## src/rtl/sort_pkg.sv

```systemverilog
// sort_pkg: shared constants, search state encoding and index-width helper
// for the sort / search block family.
package sort_pkg;

  localparam int unsigned SORT_W_DEFAULT = 8;

  typedef enum logic [1:0] {
    S_IDLE,
    S_SEARCH,
    S_FINISH,
    S_DONE
  } search_state_e;

  // Bits needed to hold any value 0..n inclusive.
  function automatic int unsigned idx_width(input int unsigned n);
    return $clog2(n + 1);
  endfunction

endpackage

```

## src/rtl/sorted_search_if.sv

```systemverilog
// sorted_search_if: request/result bundle between a sorter and sorted_search.
// count exists only when SORTED_SEARCH_UPPER_EN is defined.
interface sorted_search_if import sort_pkg::*; #(
  parameter int unsigned N  = 8,
  parameter int unsigned W  = SORT_W_DEFAULT,
  parameter int unsigned IW = idx_width(N)
);
  logic           start;
  logic [W-1:0]   key;
  logic [N*W-1:0] data_in;
  logic           busy;
  logic           done;
  logic [IW-1:0]  index;
  logic           found;
`ifdef SORTED_SEARCH_UPPER_EN
  logic [IW-1:0]  count;

  modport master (output start, key, data_in, input busy, done, index, found, count);
  modport slave  (input start, key, data_in, output busy, done, index, found, count);
`else
  modport master (output start, key, data_in, input busy, done, index, found);
  modport slave  (input start, key, data_in, output busy, done, index, found);
`endif
endinterface

```

## src/rtl/sorted_search_bisect_step.sv

```systemverilog
// bisect_step: one combinational bisection step over [lo,hi).
// upper=0 narrows toward the lower bound (<), upper=1 toward the upper bound (<=).
module bisect_step import sort_pkg::*; #(
  parameter int unsigned N     = 8,
  parameter int unsigned W     = SORT_W_DEFAULT,
  parameter int unsigned IW    = idx_width(N),
  parameter bit          upper = 1'b0
) (
  input  logic [IW-1:0]  lo,
  input  logic [IW-1:0]  hi,
  input  logic [N*W-1:0] arr,
  input  logic [W-1:0]   key,
  output logic [IW-1:0]  lo_nxt,
  output logic [IW-1:0]  hi_nxt
);
  logic [IW:0]   sum;
  logic [IW-1:0] mid;
  logic [IW-1:0] sel;
  logic [W-1:0]  elem;
  logic          go_right;

  always_comb begin
    sum      = {1'b0, lo} + {1'b0, hi};
    mid      = sum[IW:1];
    // mid only reaches N once lo==hi, where the step is a no-op anyway
    sel      = (mid < IW'(N)) ? mid : '0;
    elem     = arr[32'(sel) * W +: W];
    go_right = upper ? (elem <= key) : (elem < key);
    lo_nxt   = lo;
    hi_nxt   = hi;
    if (lo < hi) begin
      if (go_right) lo_nxt = mid + IW'(1);
      else          hi_nxt = mid;
    end
  end
endmodule

```

## src/rtl/sorted_search.sv

```systemverilog
// sorted_search: fixed-latency lower-bound binary search over a packed ascending array.
// Define SORTED_SEARCH_UPPER_EN to run a parallel upper-bound pass and drive count.
module sorted_search import sort_pkg::*; #(
  parameter int unsigned N  = 8,
  parameter int unsigned W  = SORT_W_DEFAULT,
  parameter int unsigned IW = idx_width(N)
) (
  input  logic           clk,
  input  logic           rst_n,
  sorted_search_if.slave bus
);
  localparam int unsigned ITER = idx_width(N);

  search_state_e  state, state_nxt;
  logic [N*W-1:0] arr_q;
  logic [W-1:0]   key_q;
  logic [IW-1:0]  lo, hi, lo_nxt, hi_nxt, step, index_q, lo_sel;
  logic [W-1:0]   lo_elem;
  logic           found_q, hit, accept, last_step;

  bisect_step #(.N(N), .W(W), .IW(IW), .upper(1'b0)) u_lower (
    .lo(lo), .hi(hi), .arr(arr_q), .key(key_q), .lo_nxt(lo_nxt), .hi_nxt(hi_nxt)
  );

  always_comb begin
    accept    = ((state == S_IDLE) || (state == S_DONE)) && bus.start;
    last_step = (step == IW'(ITER - 1));
    lo_sel    = (lo < IW'(N)) ? lo : '0;
    lo_elem   = arr_q[32'(lo_sel) * W +: W];
    hit       = (lo < IW'(N)) && (lo_elem == key_q);
  end

  always_ff @(posedge clk or negedge rst_n) begin
    if (!rst_n) state <= S_IDLE;
    else        state <= state_nxt;
  end

  always_comb begin
    state_nxt = state;
    case (state)
      S_IDLE, S_DONE: if (accept) state_nxt = S_SEARCH;
      S_SEARCH:       if (last_step) state_nxt = S_FINISH;
      S_FINISH:       state_nxt = S_DONE;
      default:        state_nxt = S_IDLE;
    endcase
  end

  always_ff @(posedge clk or negedge rst_n) begin
    if (!rst_n) begin
      arr_q   <= '0;
      key_q   <= '0;
      lo      <= '0;
      hi      <= '0;
      step    <= '0;
      index_q <= '0;
      found_q <= 1'b0;
    end else begin
      case (state)
        S_IDLE, S_DONE: if (accept) begin
          arr_q <= bus.data_in;
          key_q <= bus.key;
          lo    <= '0;
          hi    <= IW'(N);
          step  <= '0;
        end
        S_SEARCH: begin
          lo   <= lo_nxt;
          hi   <= hi_nxt;
          step <= step + IW'(1);
        end
        S_FINISH: begin
          index_q <= lo;
          found_q <= hit;
        end
        default: ;
      endcase
    end
  end

`ifdef SORTED_SEARCH_UPPER_EN
  logic [IW-1:0] lo2, hi2, lo2_nxt, hi2_nxt, count_q;

  bisect_step #(.N(N), .W(W), .IW(IW), .upper(1'b1)) u_upper (
    .lo(lo2), .hi(hi2), .arr(arr_q), .key(key_q), .lo_nxt(lo2_nxt), .hi_nxt(hi2_nxt)
  );

  // Upper-bound pair shadows the lower pair cycle for cycle; count = ub - lb.
  always_ff @(posedge clk or negedge rst_n) begin
    if (!rst_n) begin
      lo2     <= '0;
      hi2     <= '0;
      count_q <= '0;
    end else begin
      case (state)
        S_IDLE, S_DONE: if (accept) begin
          lo2 <= '0;
          hi2 <= IW'(N);
        end
        S_SEARCH: begin
          lo2 <= lo2_nxt;
          hi2 <= hi2_nxt;
        end
        S_FINISH: count_q <= lo2 - lo;
        default: ;
      endcase
    end
  end
`else
  // Lower-bound search only; no count register.
`endif

  always_comb begin
    bus.busy  = (state == S_SEARCH) || (state == S_FINISH);
    bus.done  = (state == S_DONE);
    bus.index = index_q;
    bus.found = found_q;
`ifdef SORTED_SEARCH_UPPER_EN
    bus.count = count_q;
`endif
  end
endmodule

```

## src/flat_wrapper.sv

```systemverilog
// flat-port wrapper written by rule: the top's interface ports become plain ports
module sorted_search_flat import sort_pkg::*;
#(
  parameter int unsigned N  = 8,
  parameter int unsigned W  = SORT_W_DEFAULT,
  parameter int unsigned IW = idx_width(N)
)
  (clk, rst_n, bus_start, bus_key, bus_data_in, bus_busy, bus_done, bus_index, bus_found);
  sorted_search_if #(.N(N), .W(W), .IW(IW)) bus_i ();
  input  logic clk;
  input  logic rst_n;
  input wire logic [$bits(bus_i.start)-1:0] bus_start;
  input wire logic [$bits(bus_i.key)-1:0] bus_key;
  input wire logic [$bits(bus_i.data_in)-1:0] bus_data_in;
  output wire logic [$bits(bus_i.busy)-1:0] bus_busy;
  output wire logic [$bits(bus_i.done)-1:0] bus_done;
  output wire logic [$bits(bus_i.index)-1:0] bus_index;
  output wire logic [$bits(bus_i.found)-1:0] bus_found;
  assign bus_i.start = bus_start;
  assign bus_i.key = bus_key;
  assign bus_i.data_in = bus_data_in;
  assign bus_busy = bus_i.busy;
  assign bus_done = bus_i.done;
  assign bus_index = bus_i.index;
  assign bus_found = bus_i.found;
  sorted_search #(.N(N), .W(W), .IW(IW)) u_core (.clk(clk), .rst_n(rst_n), .bus(bus_i));
endmodule
```

## config.mk

```make
export PLATFORM = sky130hd
export DESIGN_NAME = sorted_search_flat
export DESIGN_NICKNAME = d
export VERILOG_FILES = /design/src/rtl/sort_pkg.sv /design/src/rtl/sorted_search_if.sv /design/src/rtl/sorted_search_bisect_step.sv /design/src/rtl/sorted_search.sv /design/src/flat_wrapper.sv
export SDC_FILE = /design/constraint.sdc
export NUM_CORES = 1
export LEC_CHECK = 0
export BUFFER_PORTS_ARGS = -buffer_cell sky130_fd_sc_hd__buf_2
export CORE_MARGIN = 1
export CORE_UTILIZATION = 45
export CTS_BUF_LIST = sky130_fd_sc_hd__clkbuf_16
export CTS_CLUSTER_SIZE = 20
export DETAILED_ROUTE_END_ITERATION = 10
export GPL_TIMING_DRIVEN = 0
export PLACE_DENSITY = 0.66
export REMOVE_ABC_BUFFERS = 1
export SYNTH_ARGS = -nofsm -noshare
export SYNTH_HDL_FRONTEND = slang
export SYNTH_SLANG_ARGS = --single-unit
```

## constraint.sdc

```tcl
create_clock -name clk -period 10 [get_ports clk]
set_input_delay 0.5 -clock clk [delete_from_list [all_inputs] [get_ports clk]]
set_output_delay 0.5 -clock clk [all_outputs]
set_load 0.05 [all_outputs]
```

==> results, run 1 <==
- The hold violation total from the final report is 0.
- The first global-routing pass estimated 19.6 mm of wire.
- The maximum net fanout on the critical path is 24.
- The core area is 0.0114 mm².
- For this run, the detailed router's first-pass iteration total came to 4.
- VDD sags by at most 394 µV.
- The number of placed instances, taps included, is 676.
- The number of port buffers is 81.
- In the routed design, unresolved DRC markers number 0.
- After clock tree synthesis, the clock-pin slew on the worst setup and hold paths is 0.06 ns.
- Once layout is complete, the utilization of the core stands at 53.1%.
- The critical-path cell with the highest stage delay is dfrtp_1.
- The placed wire-length estimate after detailed placement is 8.33 mm.
- STA classifies the critical path endpoint as a flop.
- The worst setup path is launched from a flop.
- The run finished with clean final reports.
- The finished layout holds 692 standard cells, fillers aside.
- Entering global routing, the biggest net connects 62 pins.
- The number of standard cells after synthesis is 475.
- The synthesized netlist contains 55 unique library cells.
- The max-slew violation count was 0.
- The post-route total power is 2.25 mW.
- For the final database, setup skew stands at 0.00470 ns.
- The number of nets at the end of the flow is 639.
- In this run, CTS created clock tree buffers numbering 9.
- After synthesis, the share of flip-flops with an asynchronous set or reset is 100%.
- The total detailed-routing wirelength is 12.0 mm.
- The pin slew with the least headroom to its limit is 1.09 ns.
- The most frequently used cell type in the post-synthesis netlist is dfrtp_1.
- Dividing the synthesized area by the synthesized cell count gives 11.1 µm².
- Row generation in the floorplan step produced 39 rows.
- The register area share after synthesis is 43.3%.
- The total overflow left after global routing is 0.
- The post-synth design cell area is 0.00526 mm².
- The global placer's final weighted congestion is 0.842.
- The share of the synthesized area in the top cell type is 43.3%.
- Across all layers, the routed design uses 3897 vias.
- For the final routed database, the setup TNS stands at 0 ns.
- The via count of the first global-routing pass is 3908.
- The worst setup path is of the flop to flop kind.
- The effective utilization at floorplan is 46.0%.
- After clock tree synthesis, the setup repair step added 0 buffers.
- The number of cells upsized or downsized after cts is 0.
- The period utilization is 60.1%.
- No sink is reached through more buffers than the 2 on the longest clock path.
- The power density relative to cell area is 371 mW/mm².
- The signed area change from the synthesized netlist to the final layout is 15.4%.
- The final critical-path required period is 6.01 ns.
- The number of antenna violations at the first check in global routing is 0.
- Setup repair after global routing left no endpoint under its margin.
- For this run, the top clock speed supported by timing is 167 MHz.
- In this run, synthesis inferred 0 flip-flops with an integrated enable.
- Clock latency on the worst-skew pair, taken at its later pin, is 0.34 ns.
- Setup violations remaining at the end of the flow were counted as 0.
- The required arrival time at the worst endpoint is 10.24 ns.
- The cell type with the largest total area after synthesis is dfrtp_1.
- The horizontal extent of the die is 110 µm.
- Once placement finished, the instance area stood at 0.00580 mm².
- For the worst setup path, the data arrival time is 6.25 ns.
- The tightest min-delay check is of the input port to asynchronous set/reset pin type.
- The clock tree from TritonCTS is yes.
- Walking the worst path, the cells encountered are nand2_1 > fa_1 > clkinv_1 > nand2b_1 > nor2_1 > a211oi_1 > a21oi_1 > ha_1 > a21oi_1 > nor2_1 > a211oi_1 > o21ai_1 > o32ai_1.
- After synthesis, the most frequently instantiated cells are 91 x dfrtp_1, 84 x mux2_2, 48 x a21oi_1.
- After clock tree synthesis, the flow added hold-fix buffers numbering 0.
- Ranked by total cell area, the synthesized netlist is headed by dfrtp_1 43%, mux2_2 18%, a21oi_1 4.6%, ha_1 4.5%, a211oi_1 3.4%.
- The die is 110 µm tall.
- The violation count after the first detailed-route iteration is 254.
- Measured against its own limit, the worst slew margin works out to 27.3%.
- The count of max-cap constraint violations is 0.
- The number of nets with antenna violations after routing is 0.
- The leakage power summed over all cells is 2.67 nW.
- The share of cells above drive strength 1 is 37.7%.
- The area of the die is 0.0121 mm².
- The longest individual stage delay on the worst path is 1.07 ns.
- The number of levels the H-tree was split into is 3.
- The vias per cell is 5.63.
- After routing the design area is 0.00606 mm².
- The number of sinks handled by clock tree synthesis is 91.
- The tree is rooted in a clkbuf_16.
- The number of diodes is 0.
- In this run, synthesis produced a sequential element count of 91.
- Among all flip-flop cells after synthesis, the most frequent one is dfrtp_1.
- The count of synthesis-stage warnings from yosys is 0.
- The wire length per cell is 17.3 µm.
- The number of I/O pins is 82.
- For this run, the total global-route usage over all layers was measured as 21.9%.
[layer usage]
metal	GRT usage, %	wire, µm	part of all wire [%]
met1	28.5	5390	45
met2	34.6	5700	48
met3	6.23	660	5.5
met4	8.10	214	1.8
met5	0	0	0
[worst max-delay path, delay by kind of cell, from the launching register on]
family                     cells  cell delay [ns]
DFF                            1             1.07
buffers and inverters          1             0.61
adders and majority gates      2             0.99
AOI/OAI and AO/OA              6             1.69
and+or+nand+nor                4             1.52
[placed cells by master, fill, tap and decap left out, types with 3 or more instances in the layout]
master and count:
nor2b_1 3, o32ai_1 7, a211oi_1 24, clkbuf_16 9, a22oi_1 8, mux2_2 84, dfrtp_1 91, nand2_1 18
xnor2_1 10, buf_2 80, mux2i_1 3, nand2b_1 4, nor2_1 21, o21ai_0 17, nand3_1 6, ha_1 19
a21oi_1 48, mux4_2 8, or2_2 8, o21a_1 3, inv_1 25, nor3_1 7
[logic make-up after synthesis]
logic type | Yosys count | share of synthesized area (%)
multiplexers | 95 | 22.0
AND/OR/NAND/NOR | 81 | 8.12
adder cells (fa/ha/maj) | 20 | 4.90
buffers and inverters | 51 | 4.12
AO/OA/AOI/OAI | 125 | 15.5
XOR/XNOR | 12 | 2.00
flip-flops | 91 | 43.3
[power breakdown]
part | total (mW) | switching, mW | internal (mW) | leakage [nW]
clock network | 0.304 | 0.139 | 0.165 | 0.135
registers | 0.715 | 0.169 | 0.546 | 1.10
logic | 1.23 | 0.640 | 0.594 | 1.44
[flip-flops by register name (all words and copies together), names as in the netlist]
name	flops
u_core.bus.found	1
u_core.step	4
u_core.lo	4
u_core.key_q	8
u_core.bus.index	4
u_core.state	2
u_core.arr_q	64
u_core.hi	4
[stage by stage]
| stage | setup WS (ns) | hold slack [ns] |
|---|---|---|
| floorplan | 5.26 | 0.204 |
| global placement | 4.03 | 0.489 |
| detailed placement | 4.07 | 0.498 |
| CTS | 3.99 | 0.167 |
| global route | 3.63 | 0.183 |
| finish | 3.99 | 0.153 |
[final cells by class]
cell class	count	area (µm²)
sequential	91	2280
timing repair buffer	85	485
multi-input combinational	333	2770
fill	1039	5350
clock buffer	9	225
inverter	24	90.1
tap	143	179
clock inverter	7	37.5
[path summary, 6_finish.rpt]
kind / from / slack (ns) / cells after the start / end
setup reg to reg: u_core.lo[0]$_DFFE_PN0P_ / 3.99 / 13 / u_core.lo[1]$_DFFE_PN0P_
setup / recovery: u_core.lo[0]$_DFFE_PN0P_ / 3.99 / 13 / u_core.lo[1]$_DFFE_PN0P_
min in group clk: bus_data_in[61] / 0.38 / 2 / u_core.arr_q[61]$_DFFE_PN0P_
hold / removal: rst_n / 0.15 / 1 / u_core.step[0]$_DFFE_PN0P_
max in group asynchronous: rst_n / 9.21 / 2 / u_core.arr_q[60]$_DFFE_PN0P_
hold reg to reg: u_core.key_q[2]$_DFFE_PN0P_ / 0.51 / 1 / u_core.key_q[2]$_DFFE_PN0P_
No activity file was read; power rests on OpenSTA's default activity.
==> inputs of run 2 (changes only) <==
Settings changed: ABC_AREA set to 1, PLACE_DENSITY 0.66 to 0.68.
Clock period 10 ns to 5.33 ns, I/O delays scaled along.
==> run 2 against run 1 <==
Critical path depth increased by 4; synthesized area fell by 1.6%; count of clock-buffer cells in the layout is the same; combinational power grew 83%; core utilization up 1.0 points; critical endpoint is now u_core.lo[0]$_DFFE_PN0P_; largest power group unchanged.
==> results, run 2 <==
- The count of distinct cell types in the synthesized netlist is 36 (-35%).
- The core area is 0.0110 mm² (-3.4%).
- The total DRC errors in the routed layout came to 0 (unchanged).
- The violation count after the first detailed-route iteration is 355 (+40%).
- The reg-to-reg startpoint is u_core.lo[0]$_DFFE_PN0P_.
- The final critical-path required period is 5.00 ns (-1.01 ns).
- The number of nets with antenna violations after routing is 0 (unchanged).
- The root buffer cell is clkbuf_16.
- The count of vias placed by the detailed router is 4537 (+16%).
- The required arrival time at the worst endpoint was 5.56 ns (-4.68 ns).
- The number of rows created at floorplan was 38 (-2.6%).
- The chip height is 109 µm (-0.79%).
- The register with the most flip-flops is u_core.arr_q.
- The number of antenna violations at the first check in global routing is 0 (unchanged).
- The share of the synthesized area in the top cell type is 44.0% (+0.70 points).
- After synthesis, the most frequently instantiated cells are 133 x nand2_1, 91 x dfrtp_1, 55 x mux2_2.
- The worst path arrival time is 5.23 ns (-1.02 ns).
- The last element of the critical path is u_core.lo[0]$_DFFE_PN0P_.
- The top achievable clock speed was 200 MHz (+20%).
- The total iterations of the first detailed-routing run was 7 (+3).
- The cell count after placement came to 782 (+16%).
- The global placer's final weighted congestion came to 0.926 (+10%).
- The period utilization is 93.8% (+34 points).
- The hold violation total from the final report came to 0 (unchanged).
- The via count of the first global-routing pass is 4241 (+8.5%).
- The count of max-cap constraint violations was 0 (unchanged).
- The endpoint of the most critical register-to-register path is u_core.lo[0]$_DFFE_PN0P_.
- The nature of the critical path endpoint is a flop.
- The critical path class is flop to flop.
- The CTS buffer count came to 9 (unchanged).
- The clock tree buffer depth is 2 (unchanged).
- The horizontal extent of the die is 109 µm (-0.79%).
- The number of levels the H-tree was split into is 3 (unchanged).
- The count of synthesis-stage warnings from yosys is 0 (unchanged).
- The sequential cell area in the final layout is 0.00228 mm² (unchanged).
- The total of endpoints with negative setup slack in the final report is 0 (unchanged).
- The fraction of synthesis flops using an asynchronous set or reset pin was 100% (unchanged).
- The number of I/O pins is 82 (unchanged).
- The biggest area contributor in the post-synthesis netlist is dfrtp_1.
- The flow ran to the end, and the final reports show no timing, DRC or antenna violations.
- The number of sinks handled by clock tree synthesis came to 91 (unchanged).
- The most frequently used cell type in the post-synthesis netlist is nand2_1.
- The number of flip-flops under the largest register name is 64 (unchanged).
- The average footprint of a synthesized cell came to 8.80 µm² (-21%).
- The most frequent standard cell in the layout excluding fill and tap cells is nand2_1.
- The overall fraction of global-route tracks in use is 22.0% (+0.13 points).
- The top cell types in the final layout, fill and taps aside, are 132 x nand2_1, 91 x dfrtp_1, 80 x buf_2, 55 x mux2_2, 44 x a21oi_1.
- The multi-input gate area in the final layout is 0.00261 mm² (-5.9%).
- The post-route total power is 4.15 mW (+84%).
- The global-route wire length before repair is 20.2 mm (+3.1%).
- The maximum number of pins on one net before global-route repair is 52 (-16%).
- The placed wire-length estimate after detailed placement is 8.64 mm (+3.8%).
- The type of origin of the critical path is a flop.
- The number of diodes is 0 (unchanged).
- The clock latency at the later pin of the worst-skew pair is 0.34 ns (about the same).
- The pin slew with the least headroom to its limit is 1.41 ns (+0.320 ns).
- The share of cells above drive strength 1 was 25.8% (-12 points).
- The number of register bits inferred by synthesis is 91 (unchanged).
- Setup repair after global routing left no endpoint under its margin.
- The CTS clock-pin slew for the worst setup and hold paths is 0.06 ns (about the same).
- The worst reg-to-reg setup slack was 0.33 ns (-3.66 ns).
- The wire length per cell is 15.8 µm (-8.8%).
- The worst slack on hold paths is 0.151 ns (-0.00215 ns).
- The number of cells on the worst hold path is 2.
- The number of synthesized flops with an enable pin is 0 (unchanged).
- The signed area change from the synthesized netlist to the final layout is 15.5% (about the same).
- The class of the most critical hold timing path is input port to flop.
- The number of fillers in the final layout is 1026 (-1.3%).
- The total detailed-routing wirelength is 12.6 mm (+4.9%).
- The maximum net fanout on the critical path was 31 (+29%).
- The power density relative to cell area is 694 mW/mm² (+87%).
- The effective utilization at floorplan is 46.9% (+0.86 points).
- The source of the critical timing path is u_core.lo[0]$_DFFE_PN0P_.
- The worst voltage drop across the vdd grid was 434 µV (+10%).
- The area of the die was 0.0119 mm² (-1.6%).
- The number of standard cells after synthesis is 588 (+24%).
- Yosys attributes the largest share of cell area to dfrtp_1 44%, mux2_2 12%, nand2_1 9.7%, ha_1 4.6%, a21oi_1 4.3%.
- The leakage power summed over all cells is 2.94 nW (+9.9%).
- The length in cells of the worst reg-to-reg path came to 17 (+4).
- The number of port buffers was 81 (unchanged).
- The post-synth design cell area was 0.00517 mm² (-1.6%).
- TritonCTS built the clock tree.
- The number of cells upsized or downsized after cts is 0 (unchanged).
- The max-slew violation count is 0 (unchanged).
- The tightest slew margin relative to the limit came to 5.60% (-22 points).
- The remaining global-route overflow was 0 (unchanged).
- The largest registers in the layout are u_core.arr_q (64), u_core.key_q (8).
- The final non-filler cell total is 796 (+15%).
- The number of nets at the end of the flow was 749 (+17%).
- The accumulated negative setup slack is 0 ns (unchanged).
- The main flop type after synthesis is dfrtp_1.
- The vias per cell is 5.70 (+1.2%).
- The register area share after synthesis was 44.0% (+0.70 points).
- The final setup skew was 0.00704 ns (+0.00234 ns).
-- run 2: changes by cell type after synthesis, moves of 17 or more --
cell / previous run / this run
nand2_1: 19 / 133
mux2_2: 84 / 55
nand3_1: 6 / 23
a211oi_1: 24 / 1
inv_1: 23 / 40
nor2_1: 21 / 43
o21ai_0: 17 / 38
-- run 2: cells by family after synthesis --
family,after synthesis,share of synthesized area (%)
compound gates,123,14.5
xor+xnor,7,1.33
fa+ha+maj,20,4.98
buf+inv,76,5.78
flops,91,44.0
mux,55,12.0
simple gates,216,17.4
-- run 2: report_power, final --
group	internal [mW]	switching (mW)
Clock	0.353	0.251
Combinational	0.894	1.35
Sequential	1.03	0.268
Total	2.28	1.87
-- run 2: worst min-delay path by stage --
stage                            startpoint                      endpoint  slack (ns)
4_1_cts                     bus_data_in[34]  u_core.arr_q[34]$_DFFE_PN0P_        0.15
3_5_place_dp                          rst_n    u_core.step[0]$_DFFE_PN0P_        0.31
3_3_place_gp   u_core.bus.found$_DFFE_PN0N_  u_core.bus.found$_DFFE_PN0N_        0.47
2_1_floorplan                         rst_n   u_core.arr_q[0]$_DFFE_PN0P_       -0.03
5_1_grt                     bus_data_in[10]  u_core.arr_q[10]$_DFFE_PN0P_        0.16
6_report                    bus_data_in[60]  u_core.arr_q[60]$_DFFE_PN0P_        0.15
-- run 2: area by class of cell --
type / count / share of cell area (%)
clock buffers: 9 / 3.77
clock inverters: 4 / 0.775
inverters: 47 / 2.97
multi-input cells: 421 / 43.6
flip-flops and latches: 91 / 38.1
well taps: 140 / 2.93
repair buffers: 84 / 7.79
-- run 2: repair_timing --
item / 4_1_cts / 5_1_grt
endpoints found under the setup margin: 0 / 0
setup buffers: 0 / 0
hold buffers: 1 / 0
hold endpoints to repair: 44 / 0
-- run 2: layer usage --
layer / vias to the layer above / wire [µm] / track usage [%]
met4: 0 / 280 / 8.57
met2: 198 / 6000 / 36.1
met1: 2185 / 5390 / 29.3
met3: 31 / 889 / 3.17
li1: 2123 / - / -
met5: - / 0 / 0
-- run 2: metrics by stage --
| stage | cell area [µm²] | setup slack, ns | util, % |
|---|---|---|---|
| 6_report | 5970 | 0.330 | 54.2 |
| 2_1_floorplan | 5050 | 1.61 | - |
| 3_3_place_gp | 5630 | 0.536 | 51.1 |
| 5_1_grt | 5970 | 0.112 | 54.2 |
| 4_1_cts | 5970 | 0.459 | 54.1 |
| 3_5_place_dp | 5690 | 0.477 | 51.6 |
-- run 2: critical path, stage by stage (launching register included) --
cell and delay (ns):
dfrtp_1 0.75, nand2_1 0.14, fa_1 0.49, inv_1 0.66, nand2_2 0.59, clkinv_2 0.40
nand2_1 0.09, a32o_1 0.22, o21ai_0 0.19, ha_1 0.27, a21oi_1 0.16, nor2_1 0.06
a211oi_1 0.38, nand2_4 0.12, nand2_4 0.11, nand2_4 0.07, nand2_1 0.08, nand2_1 0.06
==> inputs of run 3 (changes only) <==
Settings changed: RECOVER_POWER set to 50.
==> run 3 against run 2 <==
The flow now finishes with violations (capacitance limit, slew limit); sequential cell count is the same; critical path depth stayed put; non-clock buffer count unchanged; global-route usage did not move; worst hold slack about the same; sequential share of layout area about the same; count of clock-buffer cells in the layout is the same; via count up 0.13%; total power shrank 0.11%; worst setup slack improved by 0.0074 ns; clock power hardly changed; largest cell class unchanged; largest power group unchanged; highest routed layer unchanged.
==> results, run 3 (synthesis gave the netlist of run 2 again) <==
- The clock tree buffer depth is 2 (unchanged).
- The final critical-path required period is 4.99 ns (-0.00742 ns).
- The via count of the first global-routing pass is 4241 (unchanged).
- The total of endpoints with negative setup slack in the final report is 0 (unchanged).
- The worst reg-to-reg setup slack is 0.34 ns (about the same).
- The accumulated negative setup slack came to 0 ns (unchanged).
- The leakage power summed over all cells is 2.92 nW (-0.53%).
- The number of flip-flops under the largest register name was 64 (unchanged).
- The core area was 0.0110 mm² (unchanged).
- The number of diodes is 0 (unchanged).
- The wire length on met1 was 5.41 mm (+0.39%).
- The violation count after the first detailed-route iteration is 355 (unchanged).
- The register with the most flip-flops is u_core.arr_q.
- The max-slew violation count is 45 (+45).
- The area of the die was 0.0119 mm² (unchanged).
- The vias per cell is 5.71 (+0.13%).
- The number of I/O pins was 82 (unchanged).
- The largest registers in the layout are u_core.arr_q (64), u_core.key_q (8).
- The flow ran to the end, but the final reports show violations.
- The count of vias placed by the detailed router is 4543 (+0.13%).
- The final reports fail on capacitance limit, slew limit.
- The endpoint identified for the worst register-to-register timing path is u_core.lo[0]$_DFFE_PN0P_.
- The period utilization is 93.7% (-0.14 points).
- The maximum net fanout on the critical path is 31 (unchanged).
- The tightest slew margin relative to the limit is -71.1% (-77 points).
- The maximum number of pins on one net before global-route repair is 52 (unchanged).
- The remaining global-route overflow is 0 (unchanged).
- Tracing the worst setup path back leads to its startpoint at u_core.lo[0]$_DFFE_PN0P_.
- The most frequent standard cell in the layout excluding fill and tap cells is nand2_1.
- The reg-to-reg startpoint is u_core.lo[0]$_DFFE_PN0P_.
- The clock latency at the later pin of the worst-skew pair is 0.34 ns (about the same).
- By startpoint and endpoint, the worst setup path is classified as flop to flop.
- The worst voltage drop across the vdd grid came to 434 µV (about the same).
- The library cells used most frequently in the layout, excluding fill and tap cells, are 132 x nand2_1, 91 x dfrtp_1, 77 x buf_2, 55 x mux2_2, 44 x a21oi_1.
- The global-route wire length before repair came to 20.2 mm (unchanged).
- The top achievable clock speed is 200 MHz (+0.15%).
- The detailed-routed wire length on met3 is 866 µm (-2.6%).
- The final non-filler cell total is 796 (unchanged).
- The type of origin of the critical path is a flop.
- The number of sinks handled by clock tree synthesis is 91 (unchanged).
- The detailed-routed wire length on met2 came to 5.98 mm (-0.40%).
- The CTS clock-pin slew for the worst setup and hold paths is 0.06 ns (about the same).
- The number of port buffers is 81 (unchanged).
- The root buffer cell is clkbuf_16.
- The pin slew with the least headroom to its limit is 2.57 ns (+1.16 ns).
- The global placer's final weighted congestion is 0.926 (unchanged).
- The overall fraction of global-route tracks in use was 22.0% (unchanged).
- The length in cells of the worst reg-to-reg path is 17 (unchanged).
- The uppermost signal routing layer after detailed routing is met4.
- The total iterations of the first detailed-routing run is 6 (-1).
- The number of rows created at floorplan is 38 (unchanged).
- The total detailed-routing wirelength is 12.5 mm (-0.21%).
- The share of cells above drive strength 1 was 25.2% (-0.61 points).
- The clock tree from TritonCTS is yes.
- The number of levels the H-tree was split into was 3 (unchanged).
- The horizontal extent of the die is 109 µm (unchanged).
- In this run the worst setup path terminates at u_core.lo[0]$_DFFE_PN0P_.
- The final setup skew is 0.00692 ns (-0.000124 ns).
- The chip height was 109 µm (unchanged).
- The power density relative to cell area came to 694 mW/mm² (about the same).
- The placed wire-length estimate after detailed placement is 8.64 mm (unchanged).
- The number of fillers in the final layout is 1027 (+0.097%).
- The total DRC errors in the routed layout is 0 (unchanged).
- The cell count after placement is 782 (unchanged).
- The number of antenna violations at the first check in global routing was 0 (unchanged).
- The nature of the critical path endpoint is a flop.
- The number of nets with antenna violations after routing is 0 (unchanged).
- The number of cells upsized or downsized after cts is 0 (unchanged).
- The area growth from synthesis to layout is 15.3%.
- The min-delay analysis places its worst path in the category input port to flop.
- The hold violation total from the final report is 0 (unchanged).
- The required arrival time at the worst endpoint is 5.56 ns (about the same).
- Setup repair after global routing left no endpoint under its margin.
- The worst path arrival time is 5.22 ns (about the same).
- The count of max-cap constraint violations is 1 (+1).
- The number of nets at the end of the flow is 749 (unchanged).
- The wire length per cell is 15.7 µm (-0.21%).
- The effective utilization at floorplan is 46.9% (unchanged).
- The CTS buffer count is 9 (unchanged).
-- run 3: changes by cell type in the layout (fill, tap and decap cells not counted) --
cell / before / now
buf_2: 80 / 77
buf_4: 1 / 0
clkbuf_1: 0 / 4
-- run 3: layout make-up --
type | count | area (µm²) | share of cell area, %
multi-input combinational | 421 | 2610 | 43.7
sequential | 91 | 2280 | 38.2
timing repair buffer | 84 | 458 | 7.68
clock buffer | 9 | 225 | 3.78
inverter | 47 | 178 | 2.98
tap | 140 | 175 | 2.94
clock inverter | 4 | 46.3 | 0.776
-- run 3: routing by layer --
metal,up-vias,track usage (%)
li1,2124,-
met1,2192,29.3
met2,197,36.1
met3,30,3.17
met4,0,8.57
met5,-,0
-- run 3: timing repair --
action,in CTS,in global routing
hold buffers,1,0
hold endpoints to repair,44,0
setup buffers,0,0
-- run 3: power by group --
group          internal [mW]  switching (mW)
registers               1.03           0.267
clock network          0.353           0.251
logic                  0.890            1.35
-- run 3: critical path, stage by stage, from the launching register on --
cell and delay (ns):
dfrtp_1 0.75, nand2_1 0.14, fa_1 0.49, inv_1 0.66, nand2_2 0.59, clkinv_2 0.40
nand2_1 0.09, a32o_1 0.22, o21ai_0 0.19, ha_1 0.27, a21oi_1 0.16, nor2_1 0.06
a211oi_1 0.38, nand2_4 0.13, nand2_4 0.11, nand2_4 0.07, nand2_1 0.08, nand2_1 0.06
-- run 3: how the worst min path moves through the flow --
stage                            startpoint                      endpoint  slack, ns  cells after the start
2_1_floorplan                         rst_n   u_core.arr_q[0]$_DFFE_PN0P_      -0.03                      0
3_3_place_gp   u_core.bus.found$_DFFE_PN0N_  u_core.bus.found$_DFFE_PN0N_       0.47                      2
5_1_grt                     bus_data_in[10]  u_core.arr_q[10]$_DFFE_PN0P_       0.16                      2
4_1_cts                     bus_data_in[34]  u_core.arr_q[34]$_DFFE_PN0P_       0.15                      2
3_5_place_dp                          rst_n    u_core.step[0]$_DFFE_PN0P_       0.31                      1
6_report                    bus_data_in[60]  u_core.arr_q[60]$_DFFE_PN0P_       0.15                      2
-- run 3: stage by stage --
step                worst slack, ns  area [µm²]  power [mW]  hold slack [ns]  utilization [%]
floorplan                      1.61        5050        2.97          -0.0291                -
global placement              0.536        5630        3.48            0.471             51.1
detailed placement            0.477        5690        3.52            0.312             51.6
CTS                           0.459        5970        4.14            0.149             54.1
global route                  0.112        5970        4.48            0.156             54.1
finish                        0.337        5970        4.14            0.151             54.1
